`src/rtl/jt12_ring_wr_sched.sv`:
```
// Write scheduler for a time-multiplexed shift ring: queues slot writes and
// splices each one into the ring when its slot comes around; also snoops one slot on request.
module jt12_ring_wr_sched #(
  parameter int SLOTS = 24,
  parameter int DW    = 8,
  parameter int DEPTH = 4
) (
  input  logic                     clk,
  input  logic                     rst,
  input  logic                     clk_en,
  input  logic                     wr_valid,
  output logic                     wr_ready,
  input  logic [4:0]               wr_slot,
  input  logic [DW-1:0]            wr_data,
  input  logic [DW-1:0]            ring_out,
  output logic [DW-1:0]            ring_in,
  output logic [4:0]               slot,
  output logic                     frame,
  input  logic                     rd_req,
  input  logic [4:0]               rd_slot,
  output logic                     rd_valid,
  output logic [DW-1:0]            rd_data,
  output logic [$clog2(DEPTH):0]   pending,
  output logic                     err
);

  localparam int AW = $clog2(DEPTH);
  localparam logic [4:0]  LAST_SLOT = 5'(SLOTS - 1);
  localparam logic [AW:0] FULL_CNT  = (AW+1)'(DEPTH);

  logic [4:0]    fifo_slot [DEPTH];
  logic [DW-1:0] fifo_data [DEPTH];
  logic [AW-1:0] wr_ptr;
  logic [AW-1:0] rd_ptr;
  logic [AW:0]   count;

  logic          rd_pend;
  logic [4:0]    rd_slot_q;

  logic          wr_bad;
  logic          rd_bad;
  logic          accept;
  logic          push;
  logic          hit;
  logic          pop;

  assign wr_ready = (count < FULL_CNT);
  assign wr_bad   = (wr_slot > LAST_SLOT);
  assign rd_bad   = (rd_slot > LAST_SLOT);
  assign accept   = wr_valid & wr_ready;
  assign push     = accept & ~wr_bad;

  // The head entry waits until its slot is on the ring drop, then replaces the recirculated value.
  assign hit      = (count != '0) && (fifo_slot[rd_ptr] == slot);
  assign ring_in  = hit ? fifo_data[rd_ptr] : ring_out;
  assign pop      = hit & clk_en;

  assign frame    = (slot == 5'd0);
  assign pending  = count;

  always_ff @(posedge clk) begin
    if (push) begin
      fifo_slot[wr_ptr] <= wr_slot;
      fifo_data[wr_ptr] <= wr_data;
    end
  end

  always_ff @(posedge clk or posedge rst) begin
    if (rst) begin
      wr_ptr    <= '0;
      rd_ptr    <= '0;
      count     <= '0;
      slot      <= '0;
      rd_pend   <= 1'b0;
      rd_slot_q <= '0;
      rd_valid  <= 1'b0;
      rd_data   <= '0;
      err       <= 1'b0;
    end else begin
      rd_valid <= 1'b0;

      if (push) wr_ptr <= wr_ptr + 1'b1;
      if (pop)  rd_ptr <= rd_ptr + 1'b1;
      case ({push, pop})
        2'b10:   count <= count + 1'b1;
        2'b01:   count <= count - 1'b1;
        default: count <= count;
      endcase

      if (clk_en) begin
        slot <= (slot == LAST_SLOT) ? 5'd0 : slot + 5'd1;
        // Capture what is fed back into the ring, so a write landing this cycle is seen.
        if (rd_pend && (slot == rd_slot_q)) begin
          rd_valid <= 1'b1;
          rd_data  <= ring_in;
          rd_pend  <= 1'b0;
        end
      end

      if (rd_req && !rd_pend && !rd_bad) begin
        rd_pend   <= 1'b1;
        rd_slot_q <= rd_slot;
      end

      if ((accept && wr_bad) || (rd_req && rd_bad)) err <= 1'b1;
    end
  end

endmodule
```
`config.mk`:
```
export PLATFORM = sky130hd
export DESIGN_NAME = jt12_ring_wr_sched
export DESIGN_NICKNAME = d
export VERILOG_FILES = /design/src/rtl/jt12_ring_wr_sched.sv
export SDC_FILE = /design/constraint.sdc
export NUM_CORES = 1
export LEC_CHECK = 0
export ABC_AREA = 1
export CORE_MARGIN = 4
export CORE_UTILIZATION = 50
export CTS_CLUSTER_DIAMETER = 30
export CTS_CLUSTER_SIZE = 25
export DETAILED_ROUTE_END_ITERATION = 8
export GPL_TIMING_DRIVEN = 0
export PLACE_DENSITY = 0.8
export SYNTH_ARGS = -nofsm -noshare
export SYNTH_HDL_FRONTEND = slang
export SYNTH_SLANG_ARGS = --single-unit
```
`constraint.sdc`:
```
create_clock -name clk -period 6.6 [get_ports clk]
set_input_delay 1.32 -clock clk [delete_from_list [all_inputs] [get_ports clk]]
set_output_delay 1.32 -clock clk [all_outputs]
set_load 0.02 [all_outputs]
```
==> metrics.cfg <==
[setup_path]
crit_top_cell = nand3_2
r2r_cells = 14
end_kind = output pin
path_buf_inv = 3
worst_ep_required_time_ns = 5.28
worstSetupPathType = reg2out
cp_max_fo = 10
crit_slowest_cell = clkdlybuf4s50_1
reg2reg_to = pending[2]
path_cells = inv_2, buf_6, nand3_2, nand3_2, nand2_2, nor2_8, nand3_4, nand2_1, and2_1, clkdlybuf4s50_1
arrival_ns = 2.65
critPathMaxStageDelay_ns = 0.60
reg2reg_slack_ns = 3.88
rr_startpoint = rd_ptr[1]
cp_top_family = buffers and inverters
startpoint_type = flip-flop

[timing]
tns_ns = 0
setup_violations = 0
slew_viol_final = 0
period_needed_ns = 3.97
fin_crit_sh = 0.601
max_slew_margin = 0.117
rsz0062_at_grt = no
finalHoldViolCount = 0
skew_ns = 0.00709
worstMarginPinSlew_ns = 1.32
fmaxAchievable_mhz = 252

[logic_synthesis]
yosys_register_bits = 80
synth_cell_types = 36
yosysMostFrequentCell = nand2_1
yosysTopAreaCellShare = 0.428
synthFlopType = edfxtp_1
syn-instance-count = 331
avgSynthCellArea_um2 = 11.0
yosysSeqAreaShare = 0.620
synth.yosys.warnings = 0
synth_edf_count = 52
ys_async_sr_fraction = 0.350
synth_area_mm2 = 0.00365
synth_largest_area_cell = edfxtp_1
synthTopCellsByCount = 61 x nand2_1, 52 x edfxtp_1, 33 x inv_1, 28 x dfrtp_1, 28 x nor2_1
synthesis.nets = 370
synth_area_leaders = edfxtp_1 43%, dfrtp_1 19%, nand2_1 6.3%

[die]
die_area_mm2 = 0.00873
die_w_um = 93.4
io_pins = 59
core_area_mm2 = 0.00694
floorplan.initialDensity = 0.526
rows = 30
die_y_um = 93.4

[clocking]
post_cts_buffers = 0
ctsHtreeMaxLevel = 3
cts_tree = yes
root_buffer = clkbuf_8
clk_path_buf_depth = 2
path_clk_slew_ns = 0.08
cts_sinks = 80
cts_buffers = 9
cts_hold_buf = 0
clock_latency_ns = 0.36
cts_resized = 0

[final_layout]
drive_gt1_frac = 0.0988
fill_cells = 539
antenna_cells = 0
nets = 439
final_util = 0.651
areaGrowthSynthToFinish_pct = 23.9

[drt]
route.met2.wl_um = 3800
drc = 0
top_layer = met4
drt-met1-wl_um = 3510
routed_wl_um = 7900
wl_met3_um = 432
dr.first_iter.drc_count = 210
vias = 2644
vias_per_cell = 5.28
drt-pass1-iter-count = 5
routedWlPerCell_um = 15.8
postRouteAntennaNets = 0

[power_and_ir_drop]
pwr-share-seq = 0.373
peakVddDrop_v = 0.000153
combPwrFrac = 0.457
power.switching_mw = 0.773
p_clk_frac = 0.169
cellPowerDensity_mw_per_mm2 = 416
p_leak_nw = 1.84
p_int_mw = 1.11
p_sw_frac = 0.411

[global_route]
antenna_found_initial = 0
grt_overflow = 0
grt_pass1_wl_um = 13000
grt_max_degree = 29
gr-usage-all-layers = 0.196
grt_pass1_vias = 2605

[hold_path]
hold_depth = 2
min_from = rd_data[6]
min_to = rd_data[6]
hold_path.class = reg2reg

[placed_design]
dp_hpwl_um = 5430
port_buffers = 58
place_congestion = 0.841

[run]
maxCapViolCount = 0

[run_status]
status = finished clean

[layer usage]
layer | global-route usage | up-vias
li1 | - | 1277
met1 | 0.268 | 1261
met2 | 0.313 | 94
met3 | 0.0298 | 12
met4 | 0.0830 | 0
met5 | 0 | -
[per-stage QoR]
step / instance area (um2) / hold slack, ns / worst slack [ns] / cells / total power [mW]
floorplan: 3650 / 0.500 / 3.65 / 331 / 1.28
global placement: 4350 / 0.464 / 2.65 / 485 / 1.54
global route: 4520 / 0.508 / 2.44 / 501 / 2.01
finish: 4520 / 0.483 / 2.63 / 501 / 1.88
CTS: 4520 / 0.487 / 2.63 / 501 / 1.89
detailed placement: 4350 / 0.465 / 2.66 / 485 / 1.57
[cell families (layout without fill, tap and decap cells)]
logic type / count (synthesis) / after routing / share of synthesized area
xor gates and xnor gates: 5 / 5 / 0.0120
DFF: 80 / 80 / 0.620
muxes: 3 / 3 / 0.00891
and+or+nand+nor: 145 / 145 / 0.196
adders and majority gates: 8 / 8 / 0.0295
AOI/OAI and AO/OA: 47 / 47 / 0.0782
buffers and inverters: 43 / 117 / 0.0552
[area by class of cell]
cell class                      instances  area [um2]  share of cell area
Clock buffer                            9         124              0.0274
Tap cell                               96         120              0.0266
Clock inverter                          7        47.5              0.0105
Inverter                               36         135              0.0299
Timing Repair Buffer                   58         581               0.128
Multi-Input combinational cell        208        1190               0.262
Sequential cell                        80        2260               0.500
Buffer                                  7        66.3              0.0147
[cell usage in the layout (no fill, tap or decap), types with 2 or more instances in the layout]
cell	n
nand3_1	24
and2_1	8
nand2_2	4
edfxtp_1	52
nand4_1	8
mux2_2	2
clkinv_4	2
nor2_4	2
nand2_1	61
inv_1	33
ha_1	7
o22a_1	8
xor2_1	4
clkinv_2	2
clkbuf_8	9
clkdlybuf4s50_1	58
inv_2	2
nor2_8	2
a21oi_1	8
clkinv_1	2
nor4_1	2
o22ai_1	4
o21ai_0	22
dfrtp_1	28
buf_2	2
nor2_1	28
nand3_2	4
buf_6	3
[state kept, by name, indices dropped and copies added (netlist names)]
register	cells
fifo_data	32
fifo_slot	20
rd_data	8
rd_slot_q	5
slot	5
pending	3
rd_ptr	2
wr_ptr	2
err	1
rd_pend	1
rd_valid	1
[power by group through the flow]
| stage | Sequential [mW] | Combinational (mW) | Clock [mW] |
|---|---|---|---|
| 3_5_place_dp | 0.713 | 0.855 | 0 |
| 3_3_place_gp | 0.708 | 0.829 | 0 |
| 4_1_cts | 0.703 | 0.863 | 0.326 |
| 2_1_floorplan | 0.746 | 0.529 | 0 |
| 6_report | 0.703 | 0.862 | 0.319 |
| 5_1_grt | 0.715 | 0.951 | 0.348 |
[worst reg2reg max path, cell delays in order (launching register included)]
cell and delay, ns:
dfrtp_1 0.48, inv_2 0.15, buf_6 0.16, nand3_2 0.11, nand3_2 0.11, nand2_2 0.09, nor2_8 0.16, nand3_4 0.17
nor2_4 0.17, ha_1 0.16, inv_1 0.06, fa_1 0.38, a21oi_1 0.14, o21ai_0 0.11, xor2_1 0.15
[how the worst max path moves through the flow]
stage / from / endpoint / slack, ns / cells past startpoint
after floorplan: ring_out[0] / ring_in[0] / 3.65 / 3
after global placement: ring_out[5] / ring_in[5] / 2.65 / 5
after detailed placement: ring_out[2] / ring_in[2] / 2.66 / 5
after CTS: rd_ptr[1] / ring_in[5] / 2.63 / 10
after global routing: rd_ptr[0] / ring_in[4] / 2.44 / 10
final: rd_ptr[1] / ring_in[5] / 2.63 / 10
No activity file was read; power rests on OpenSTA's default activity.
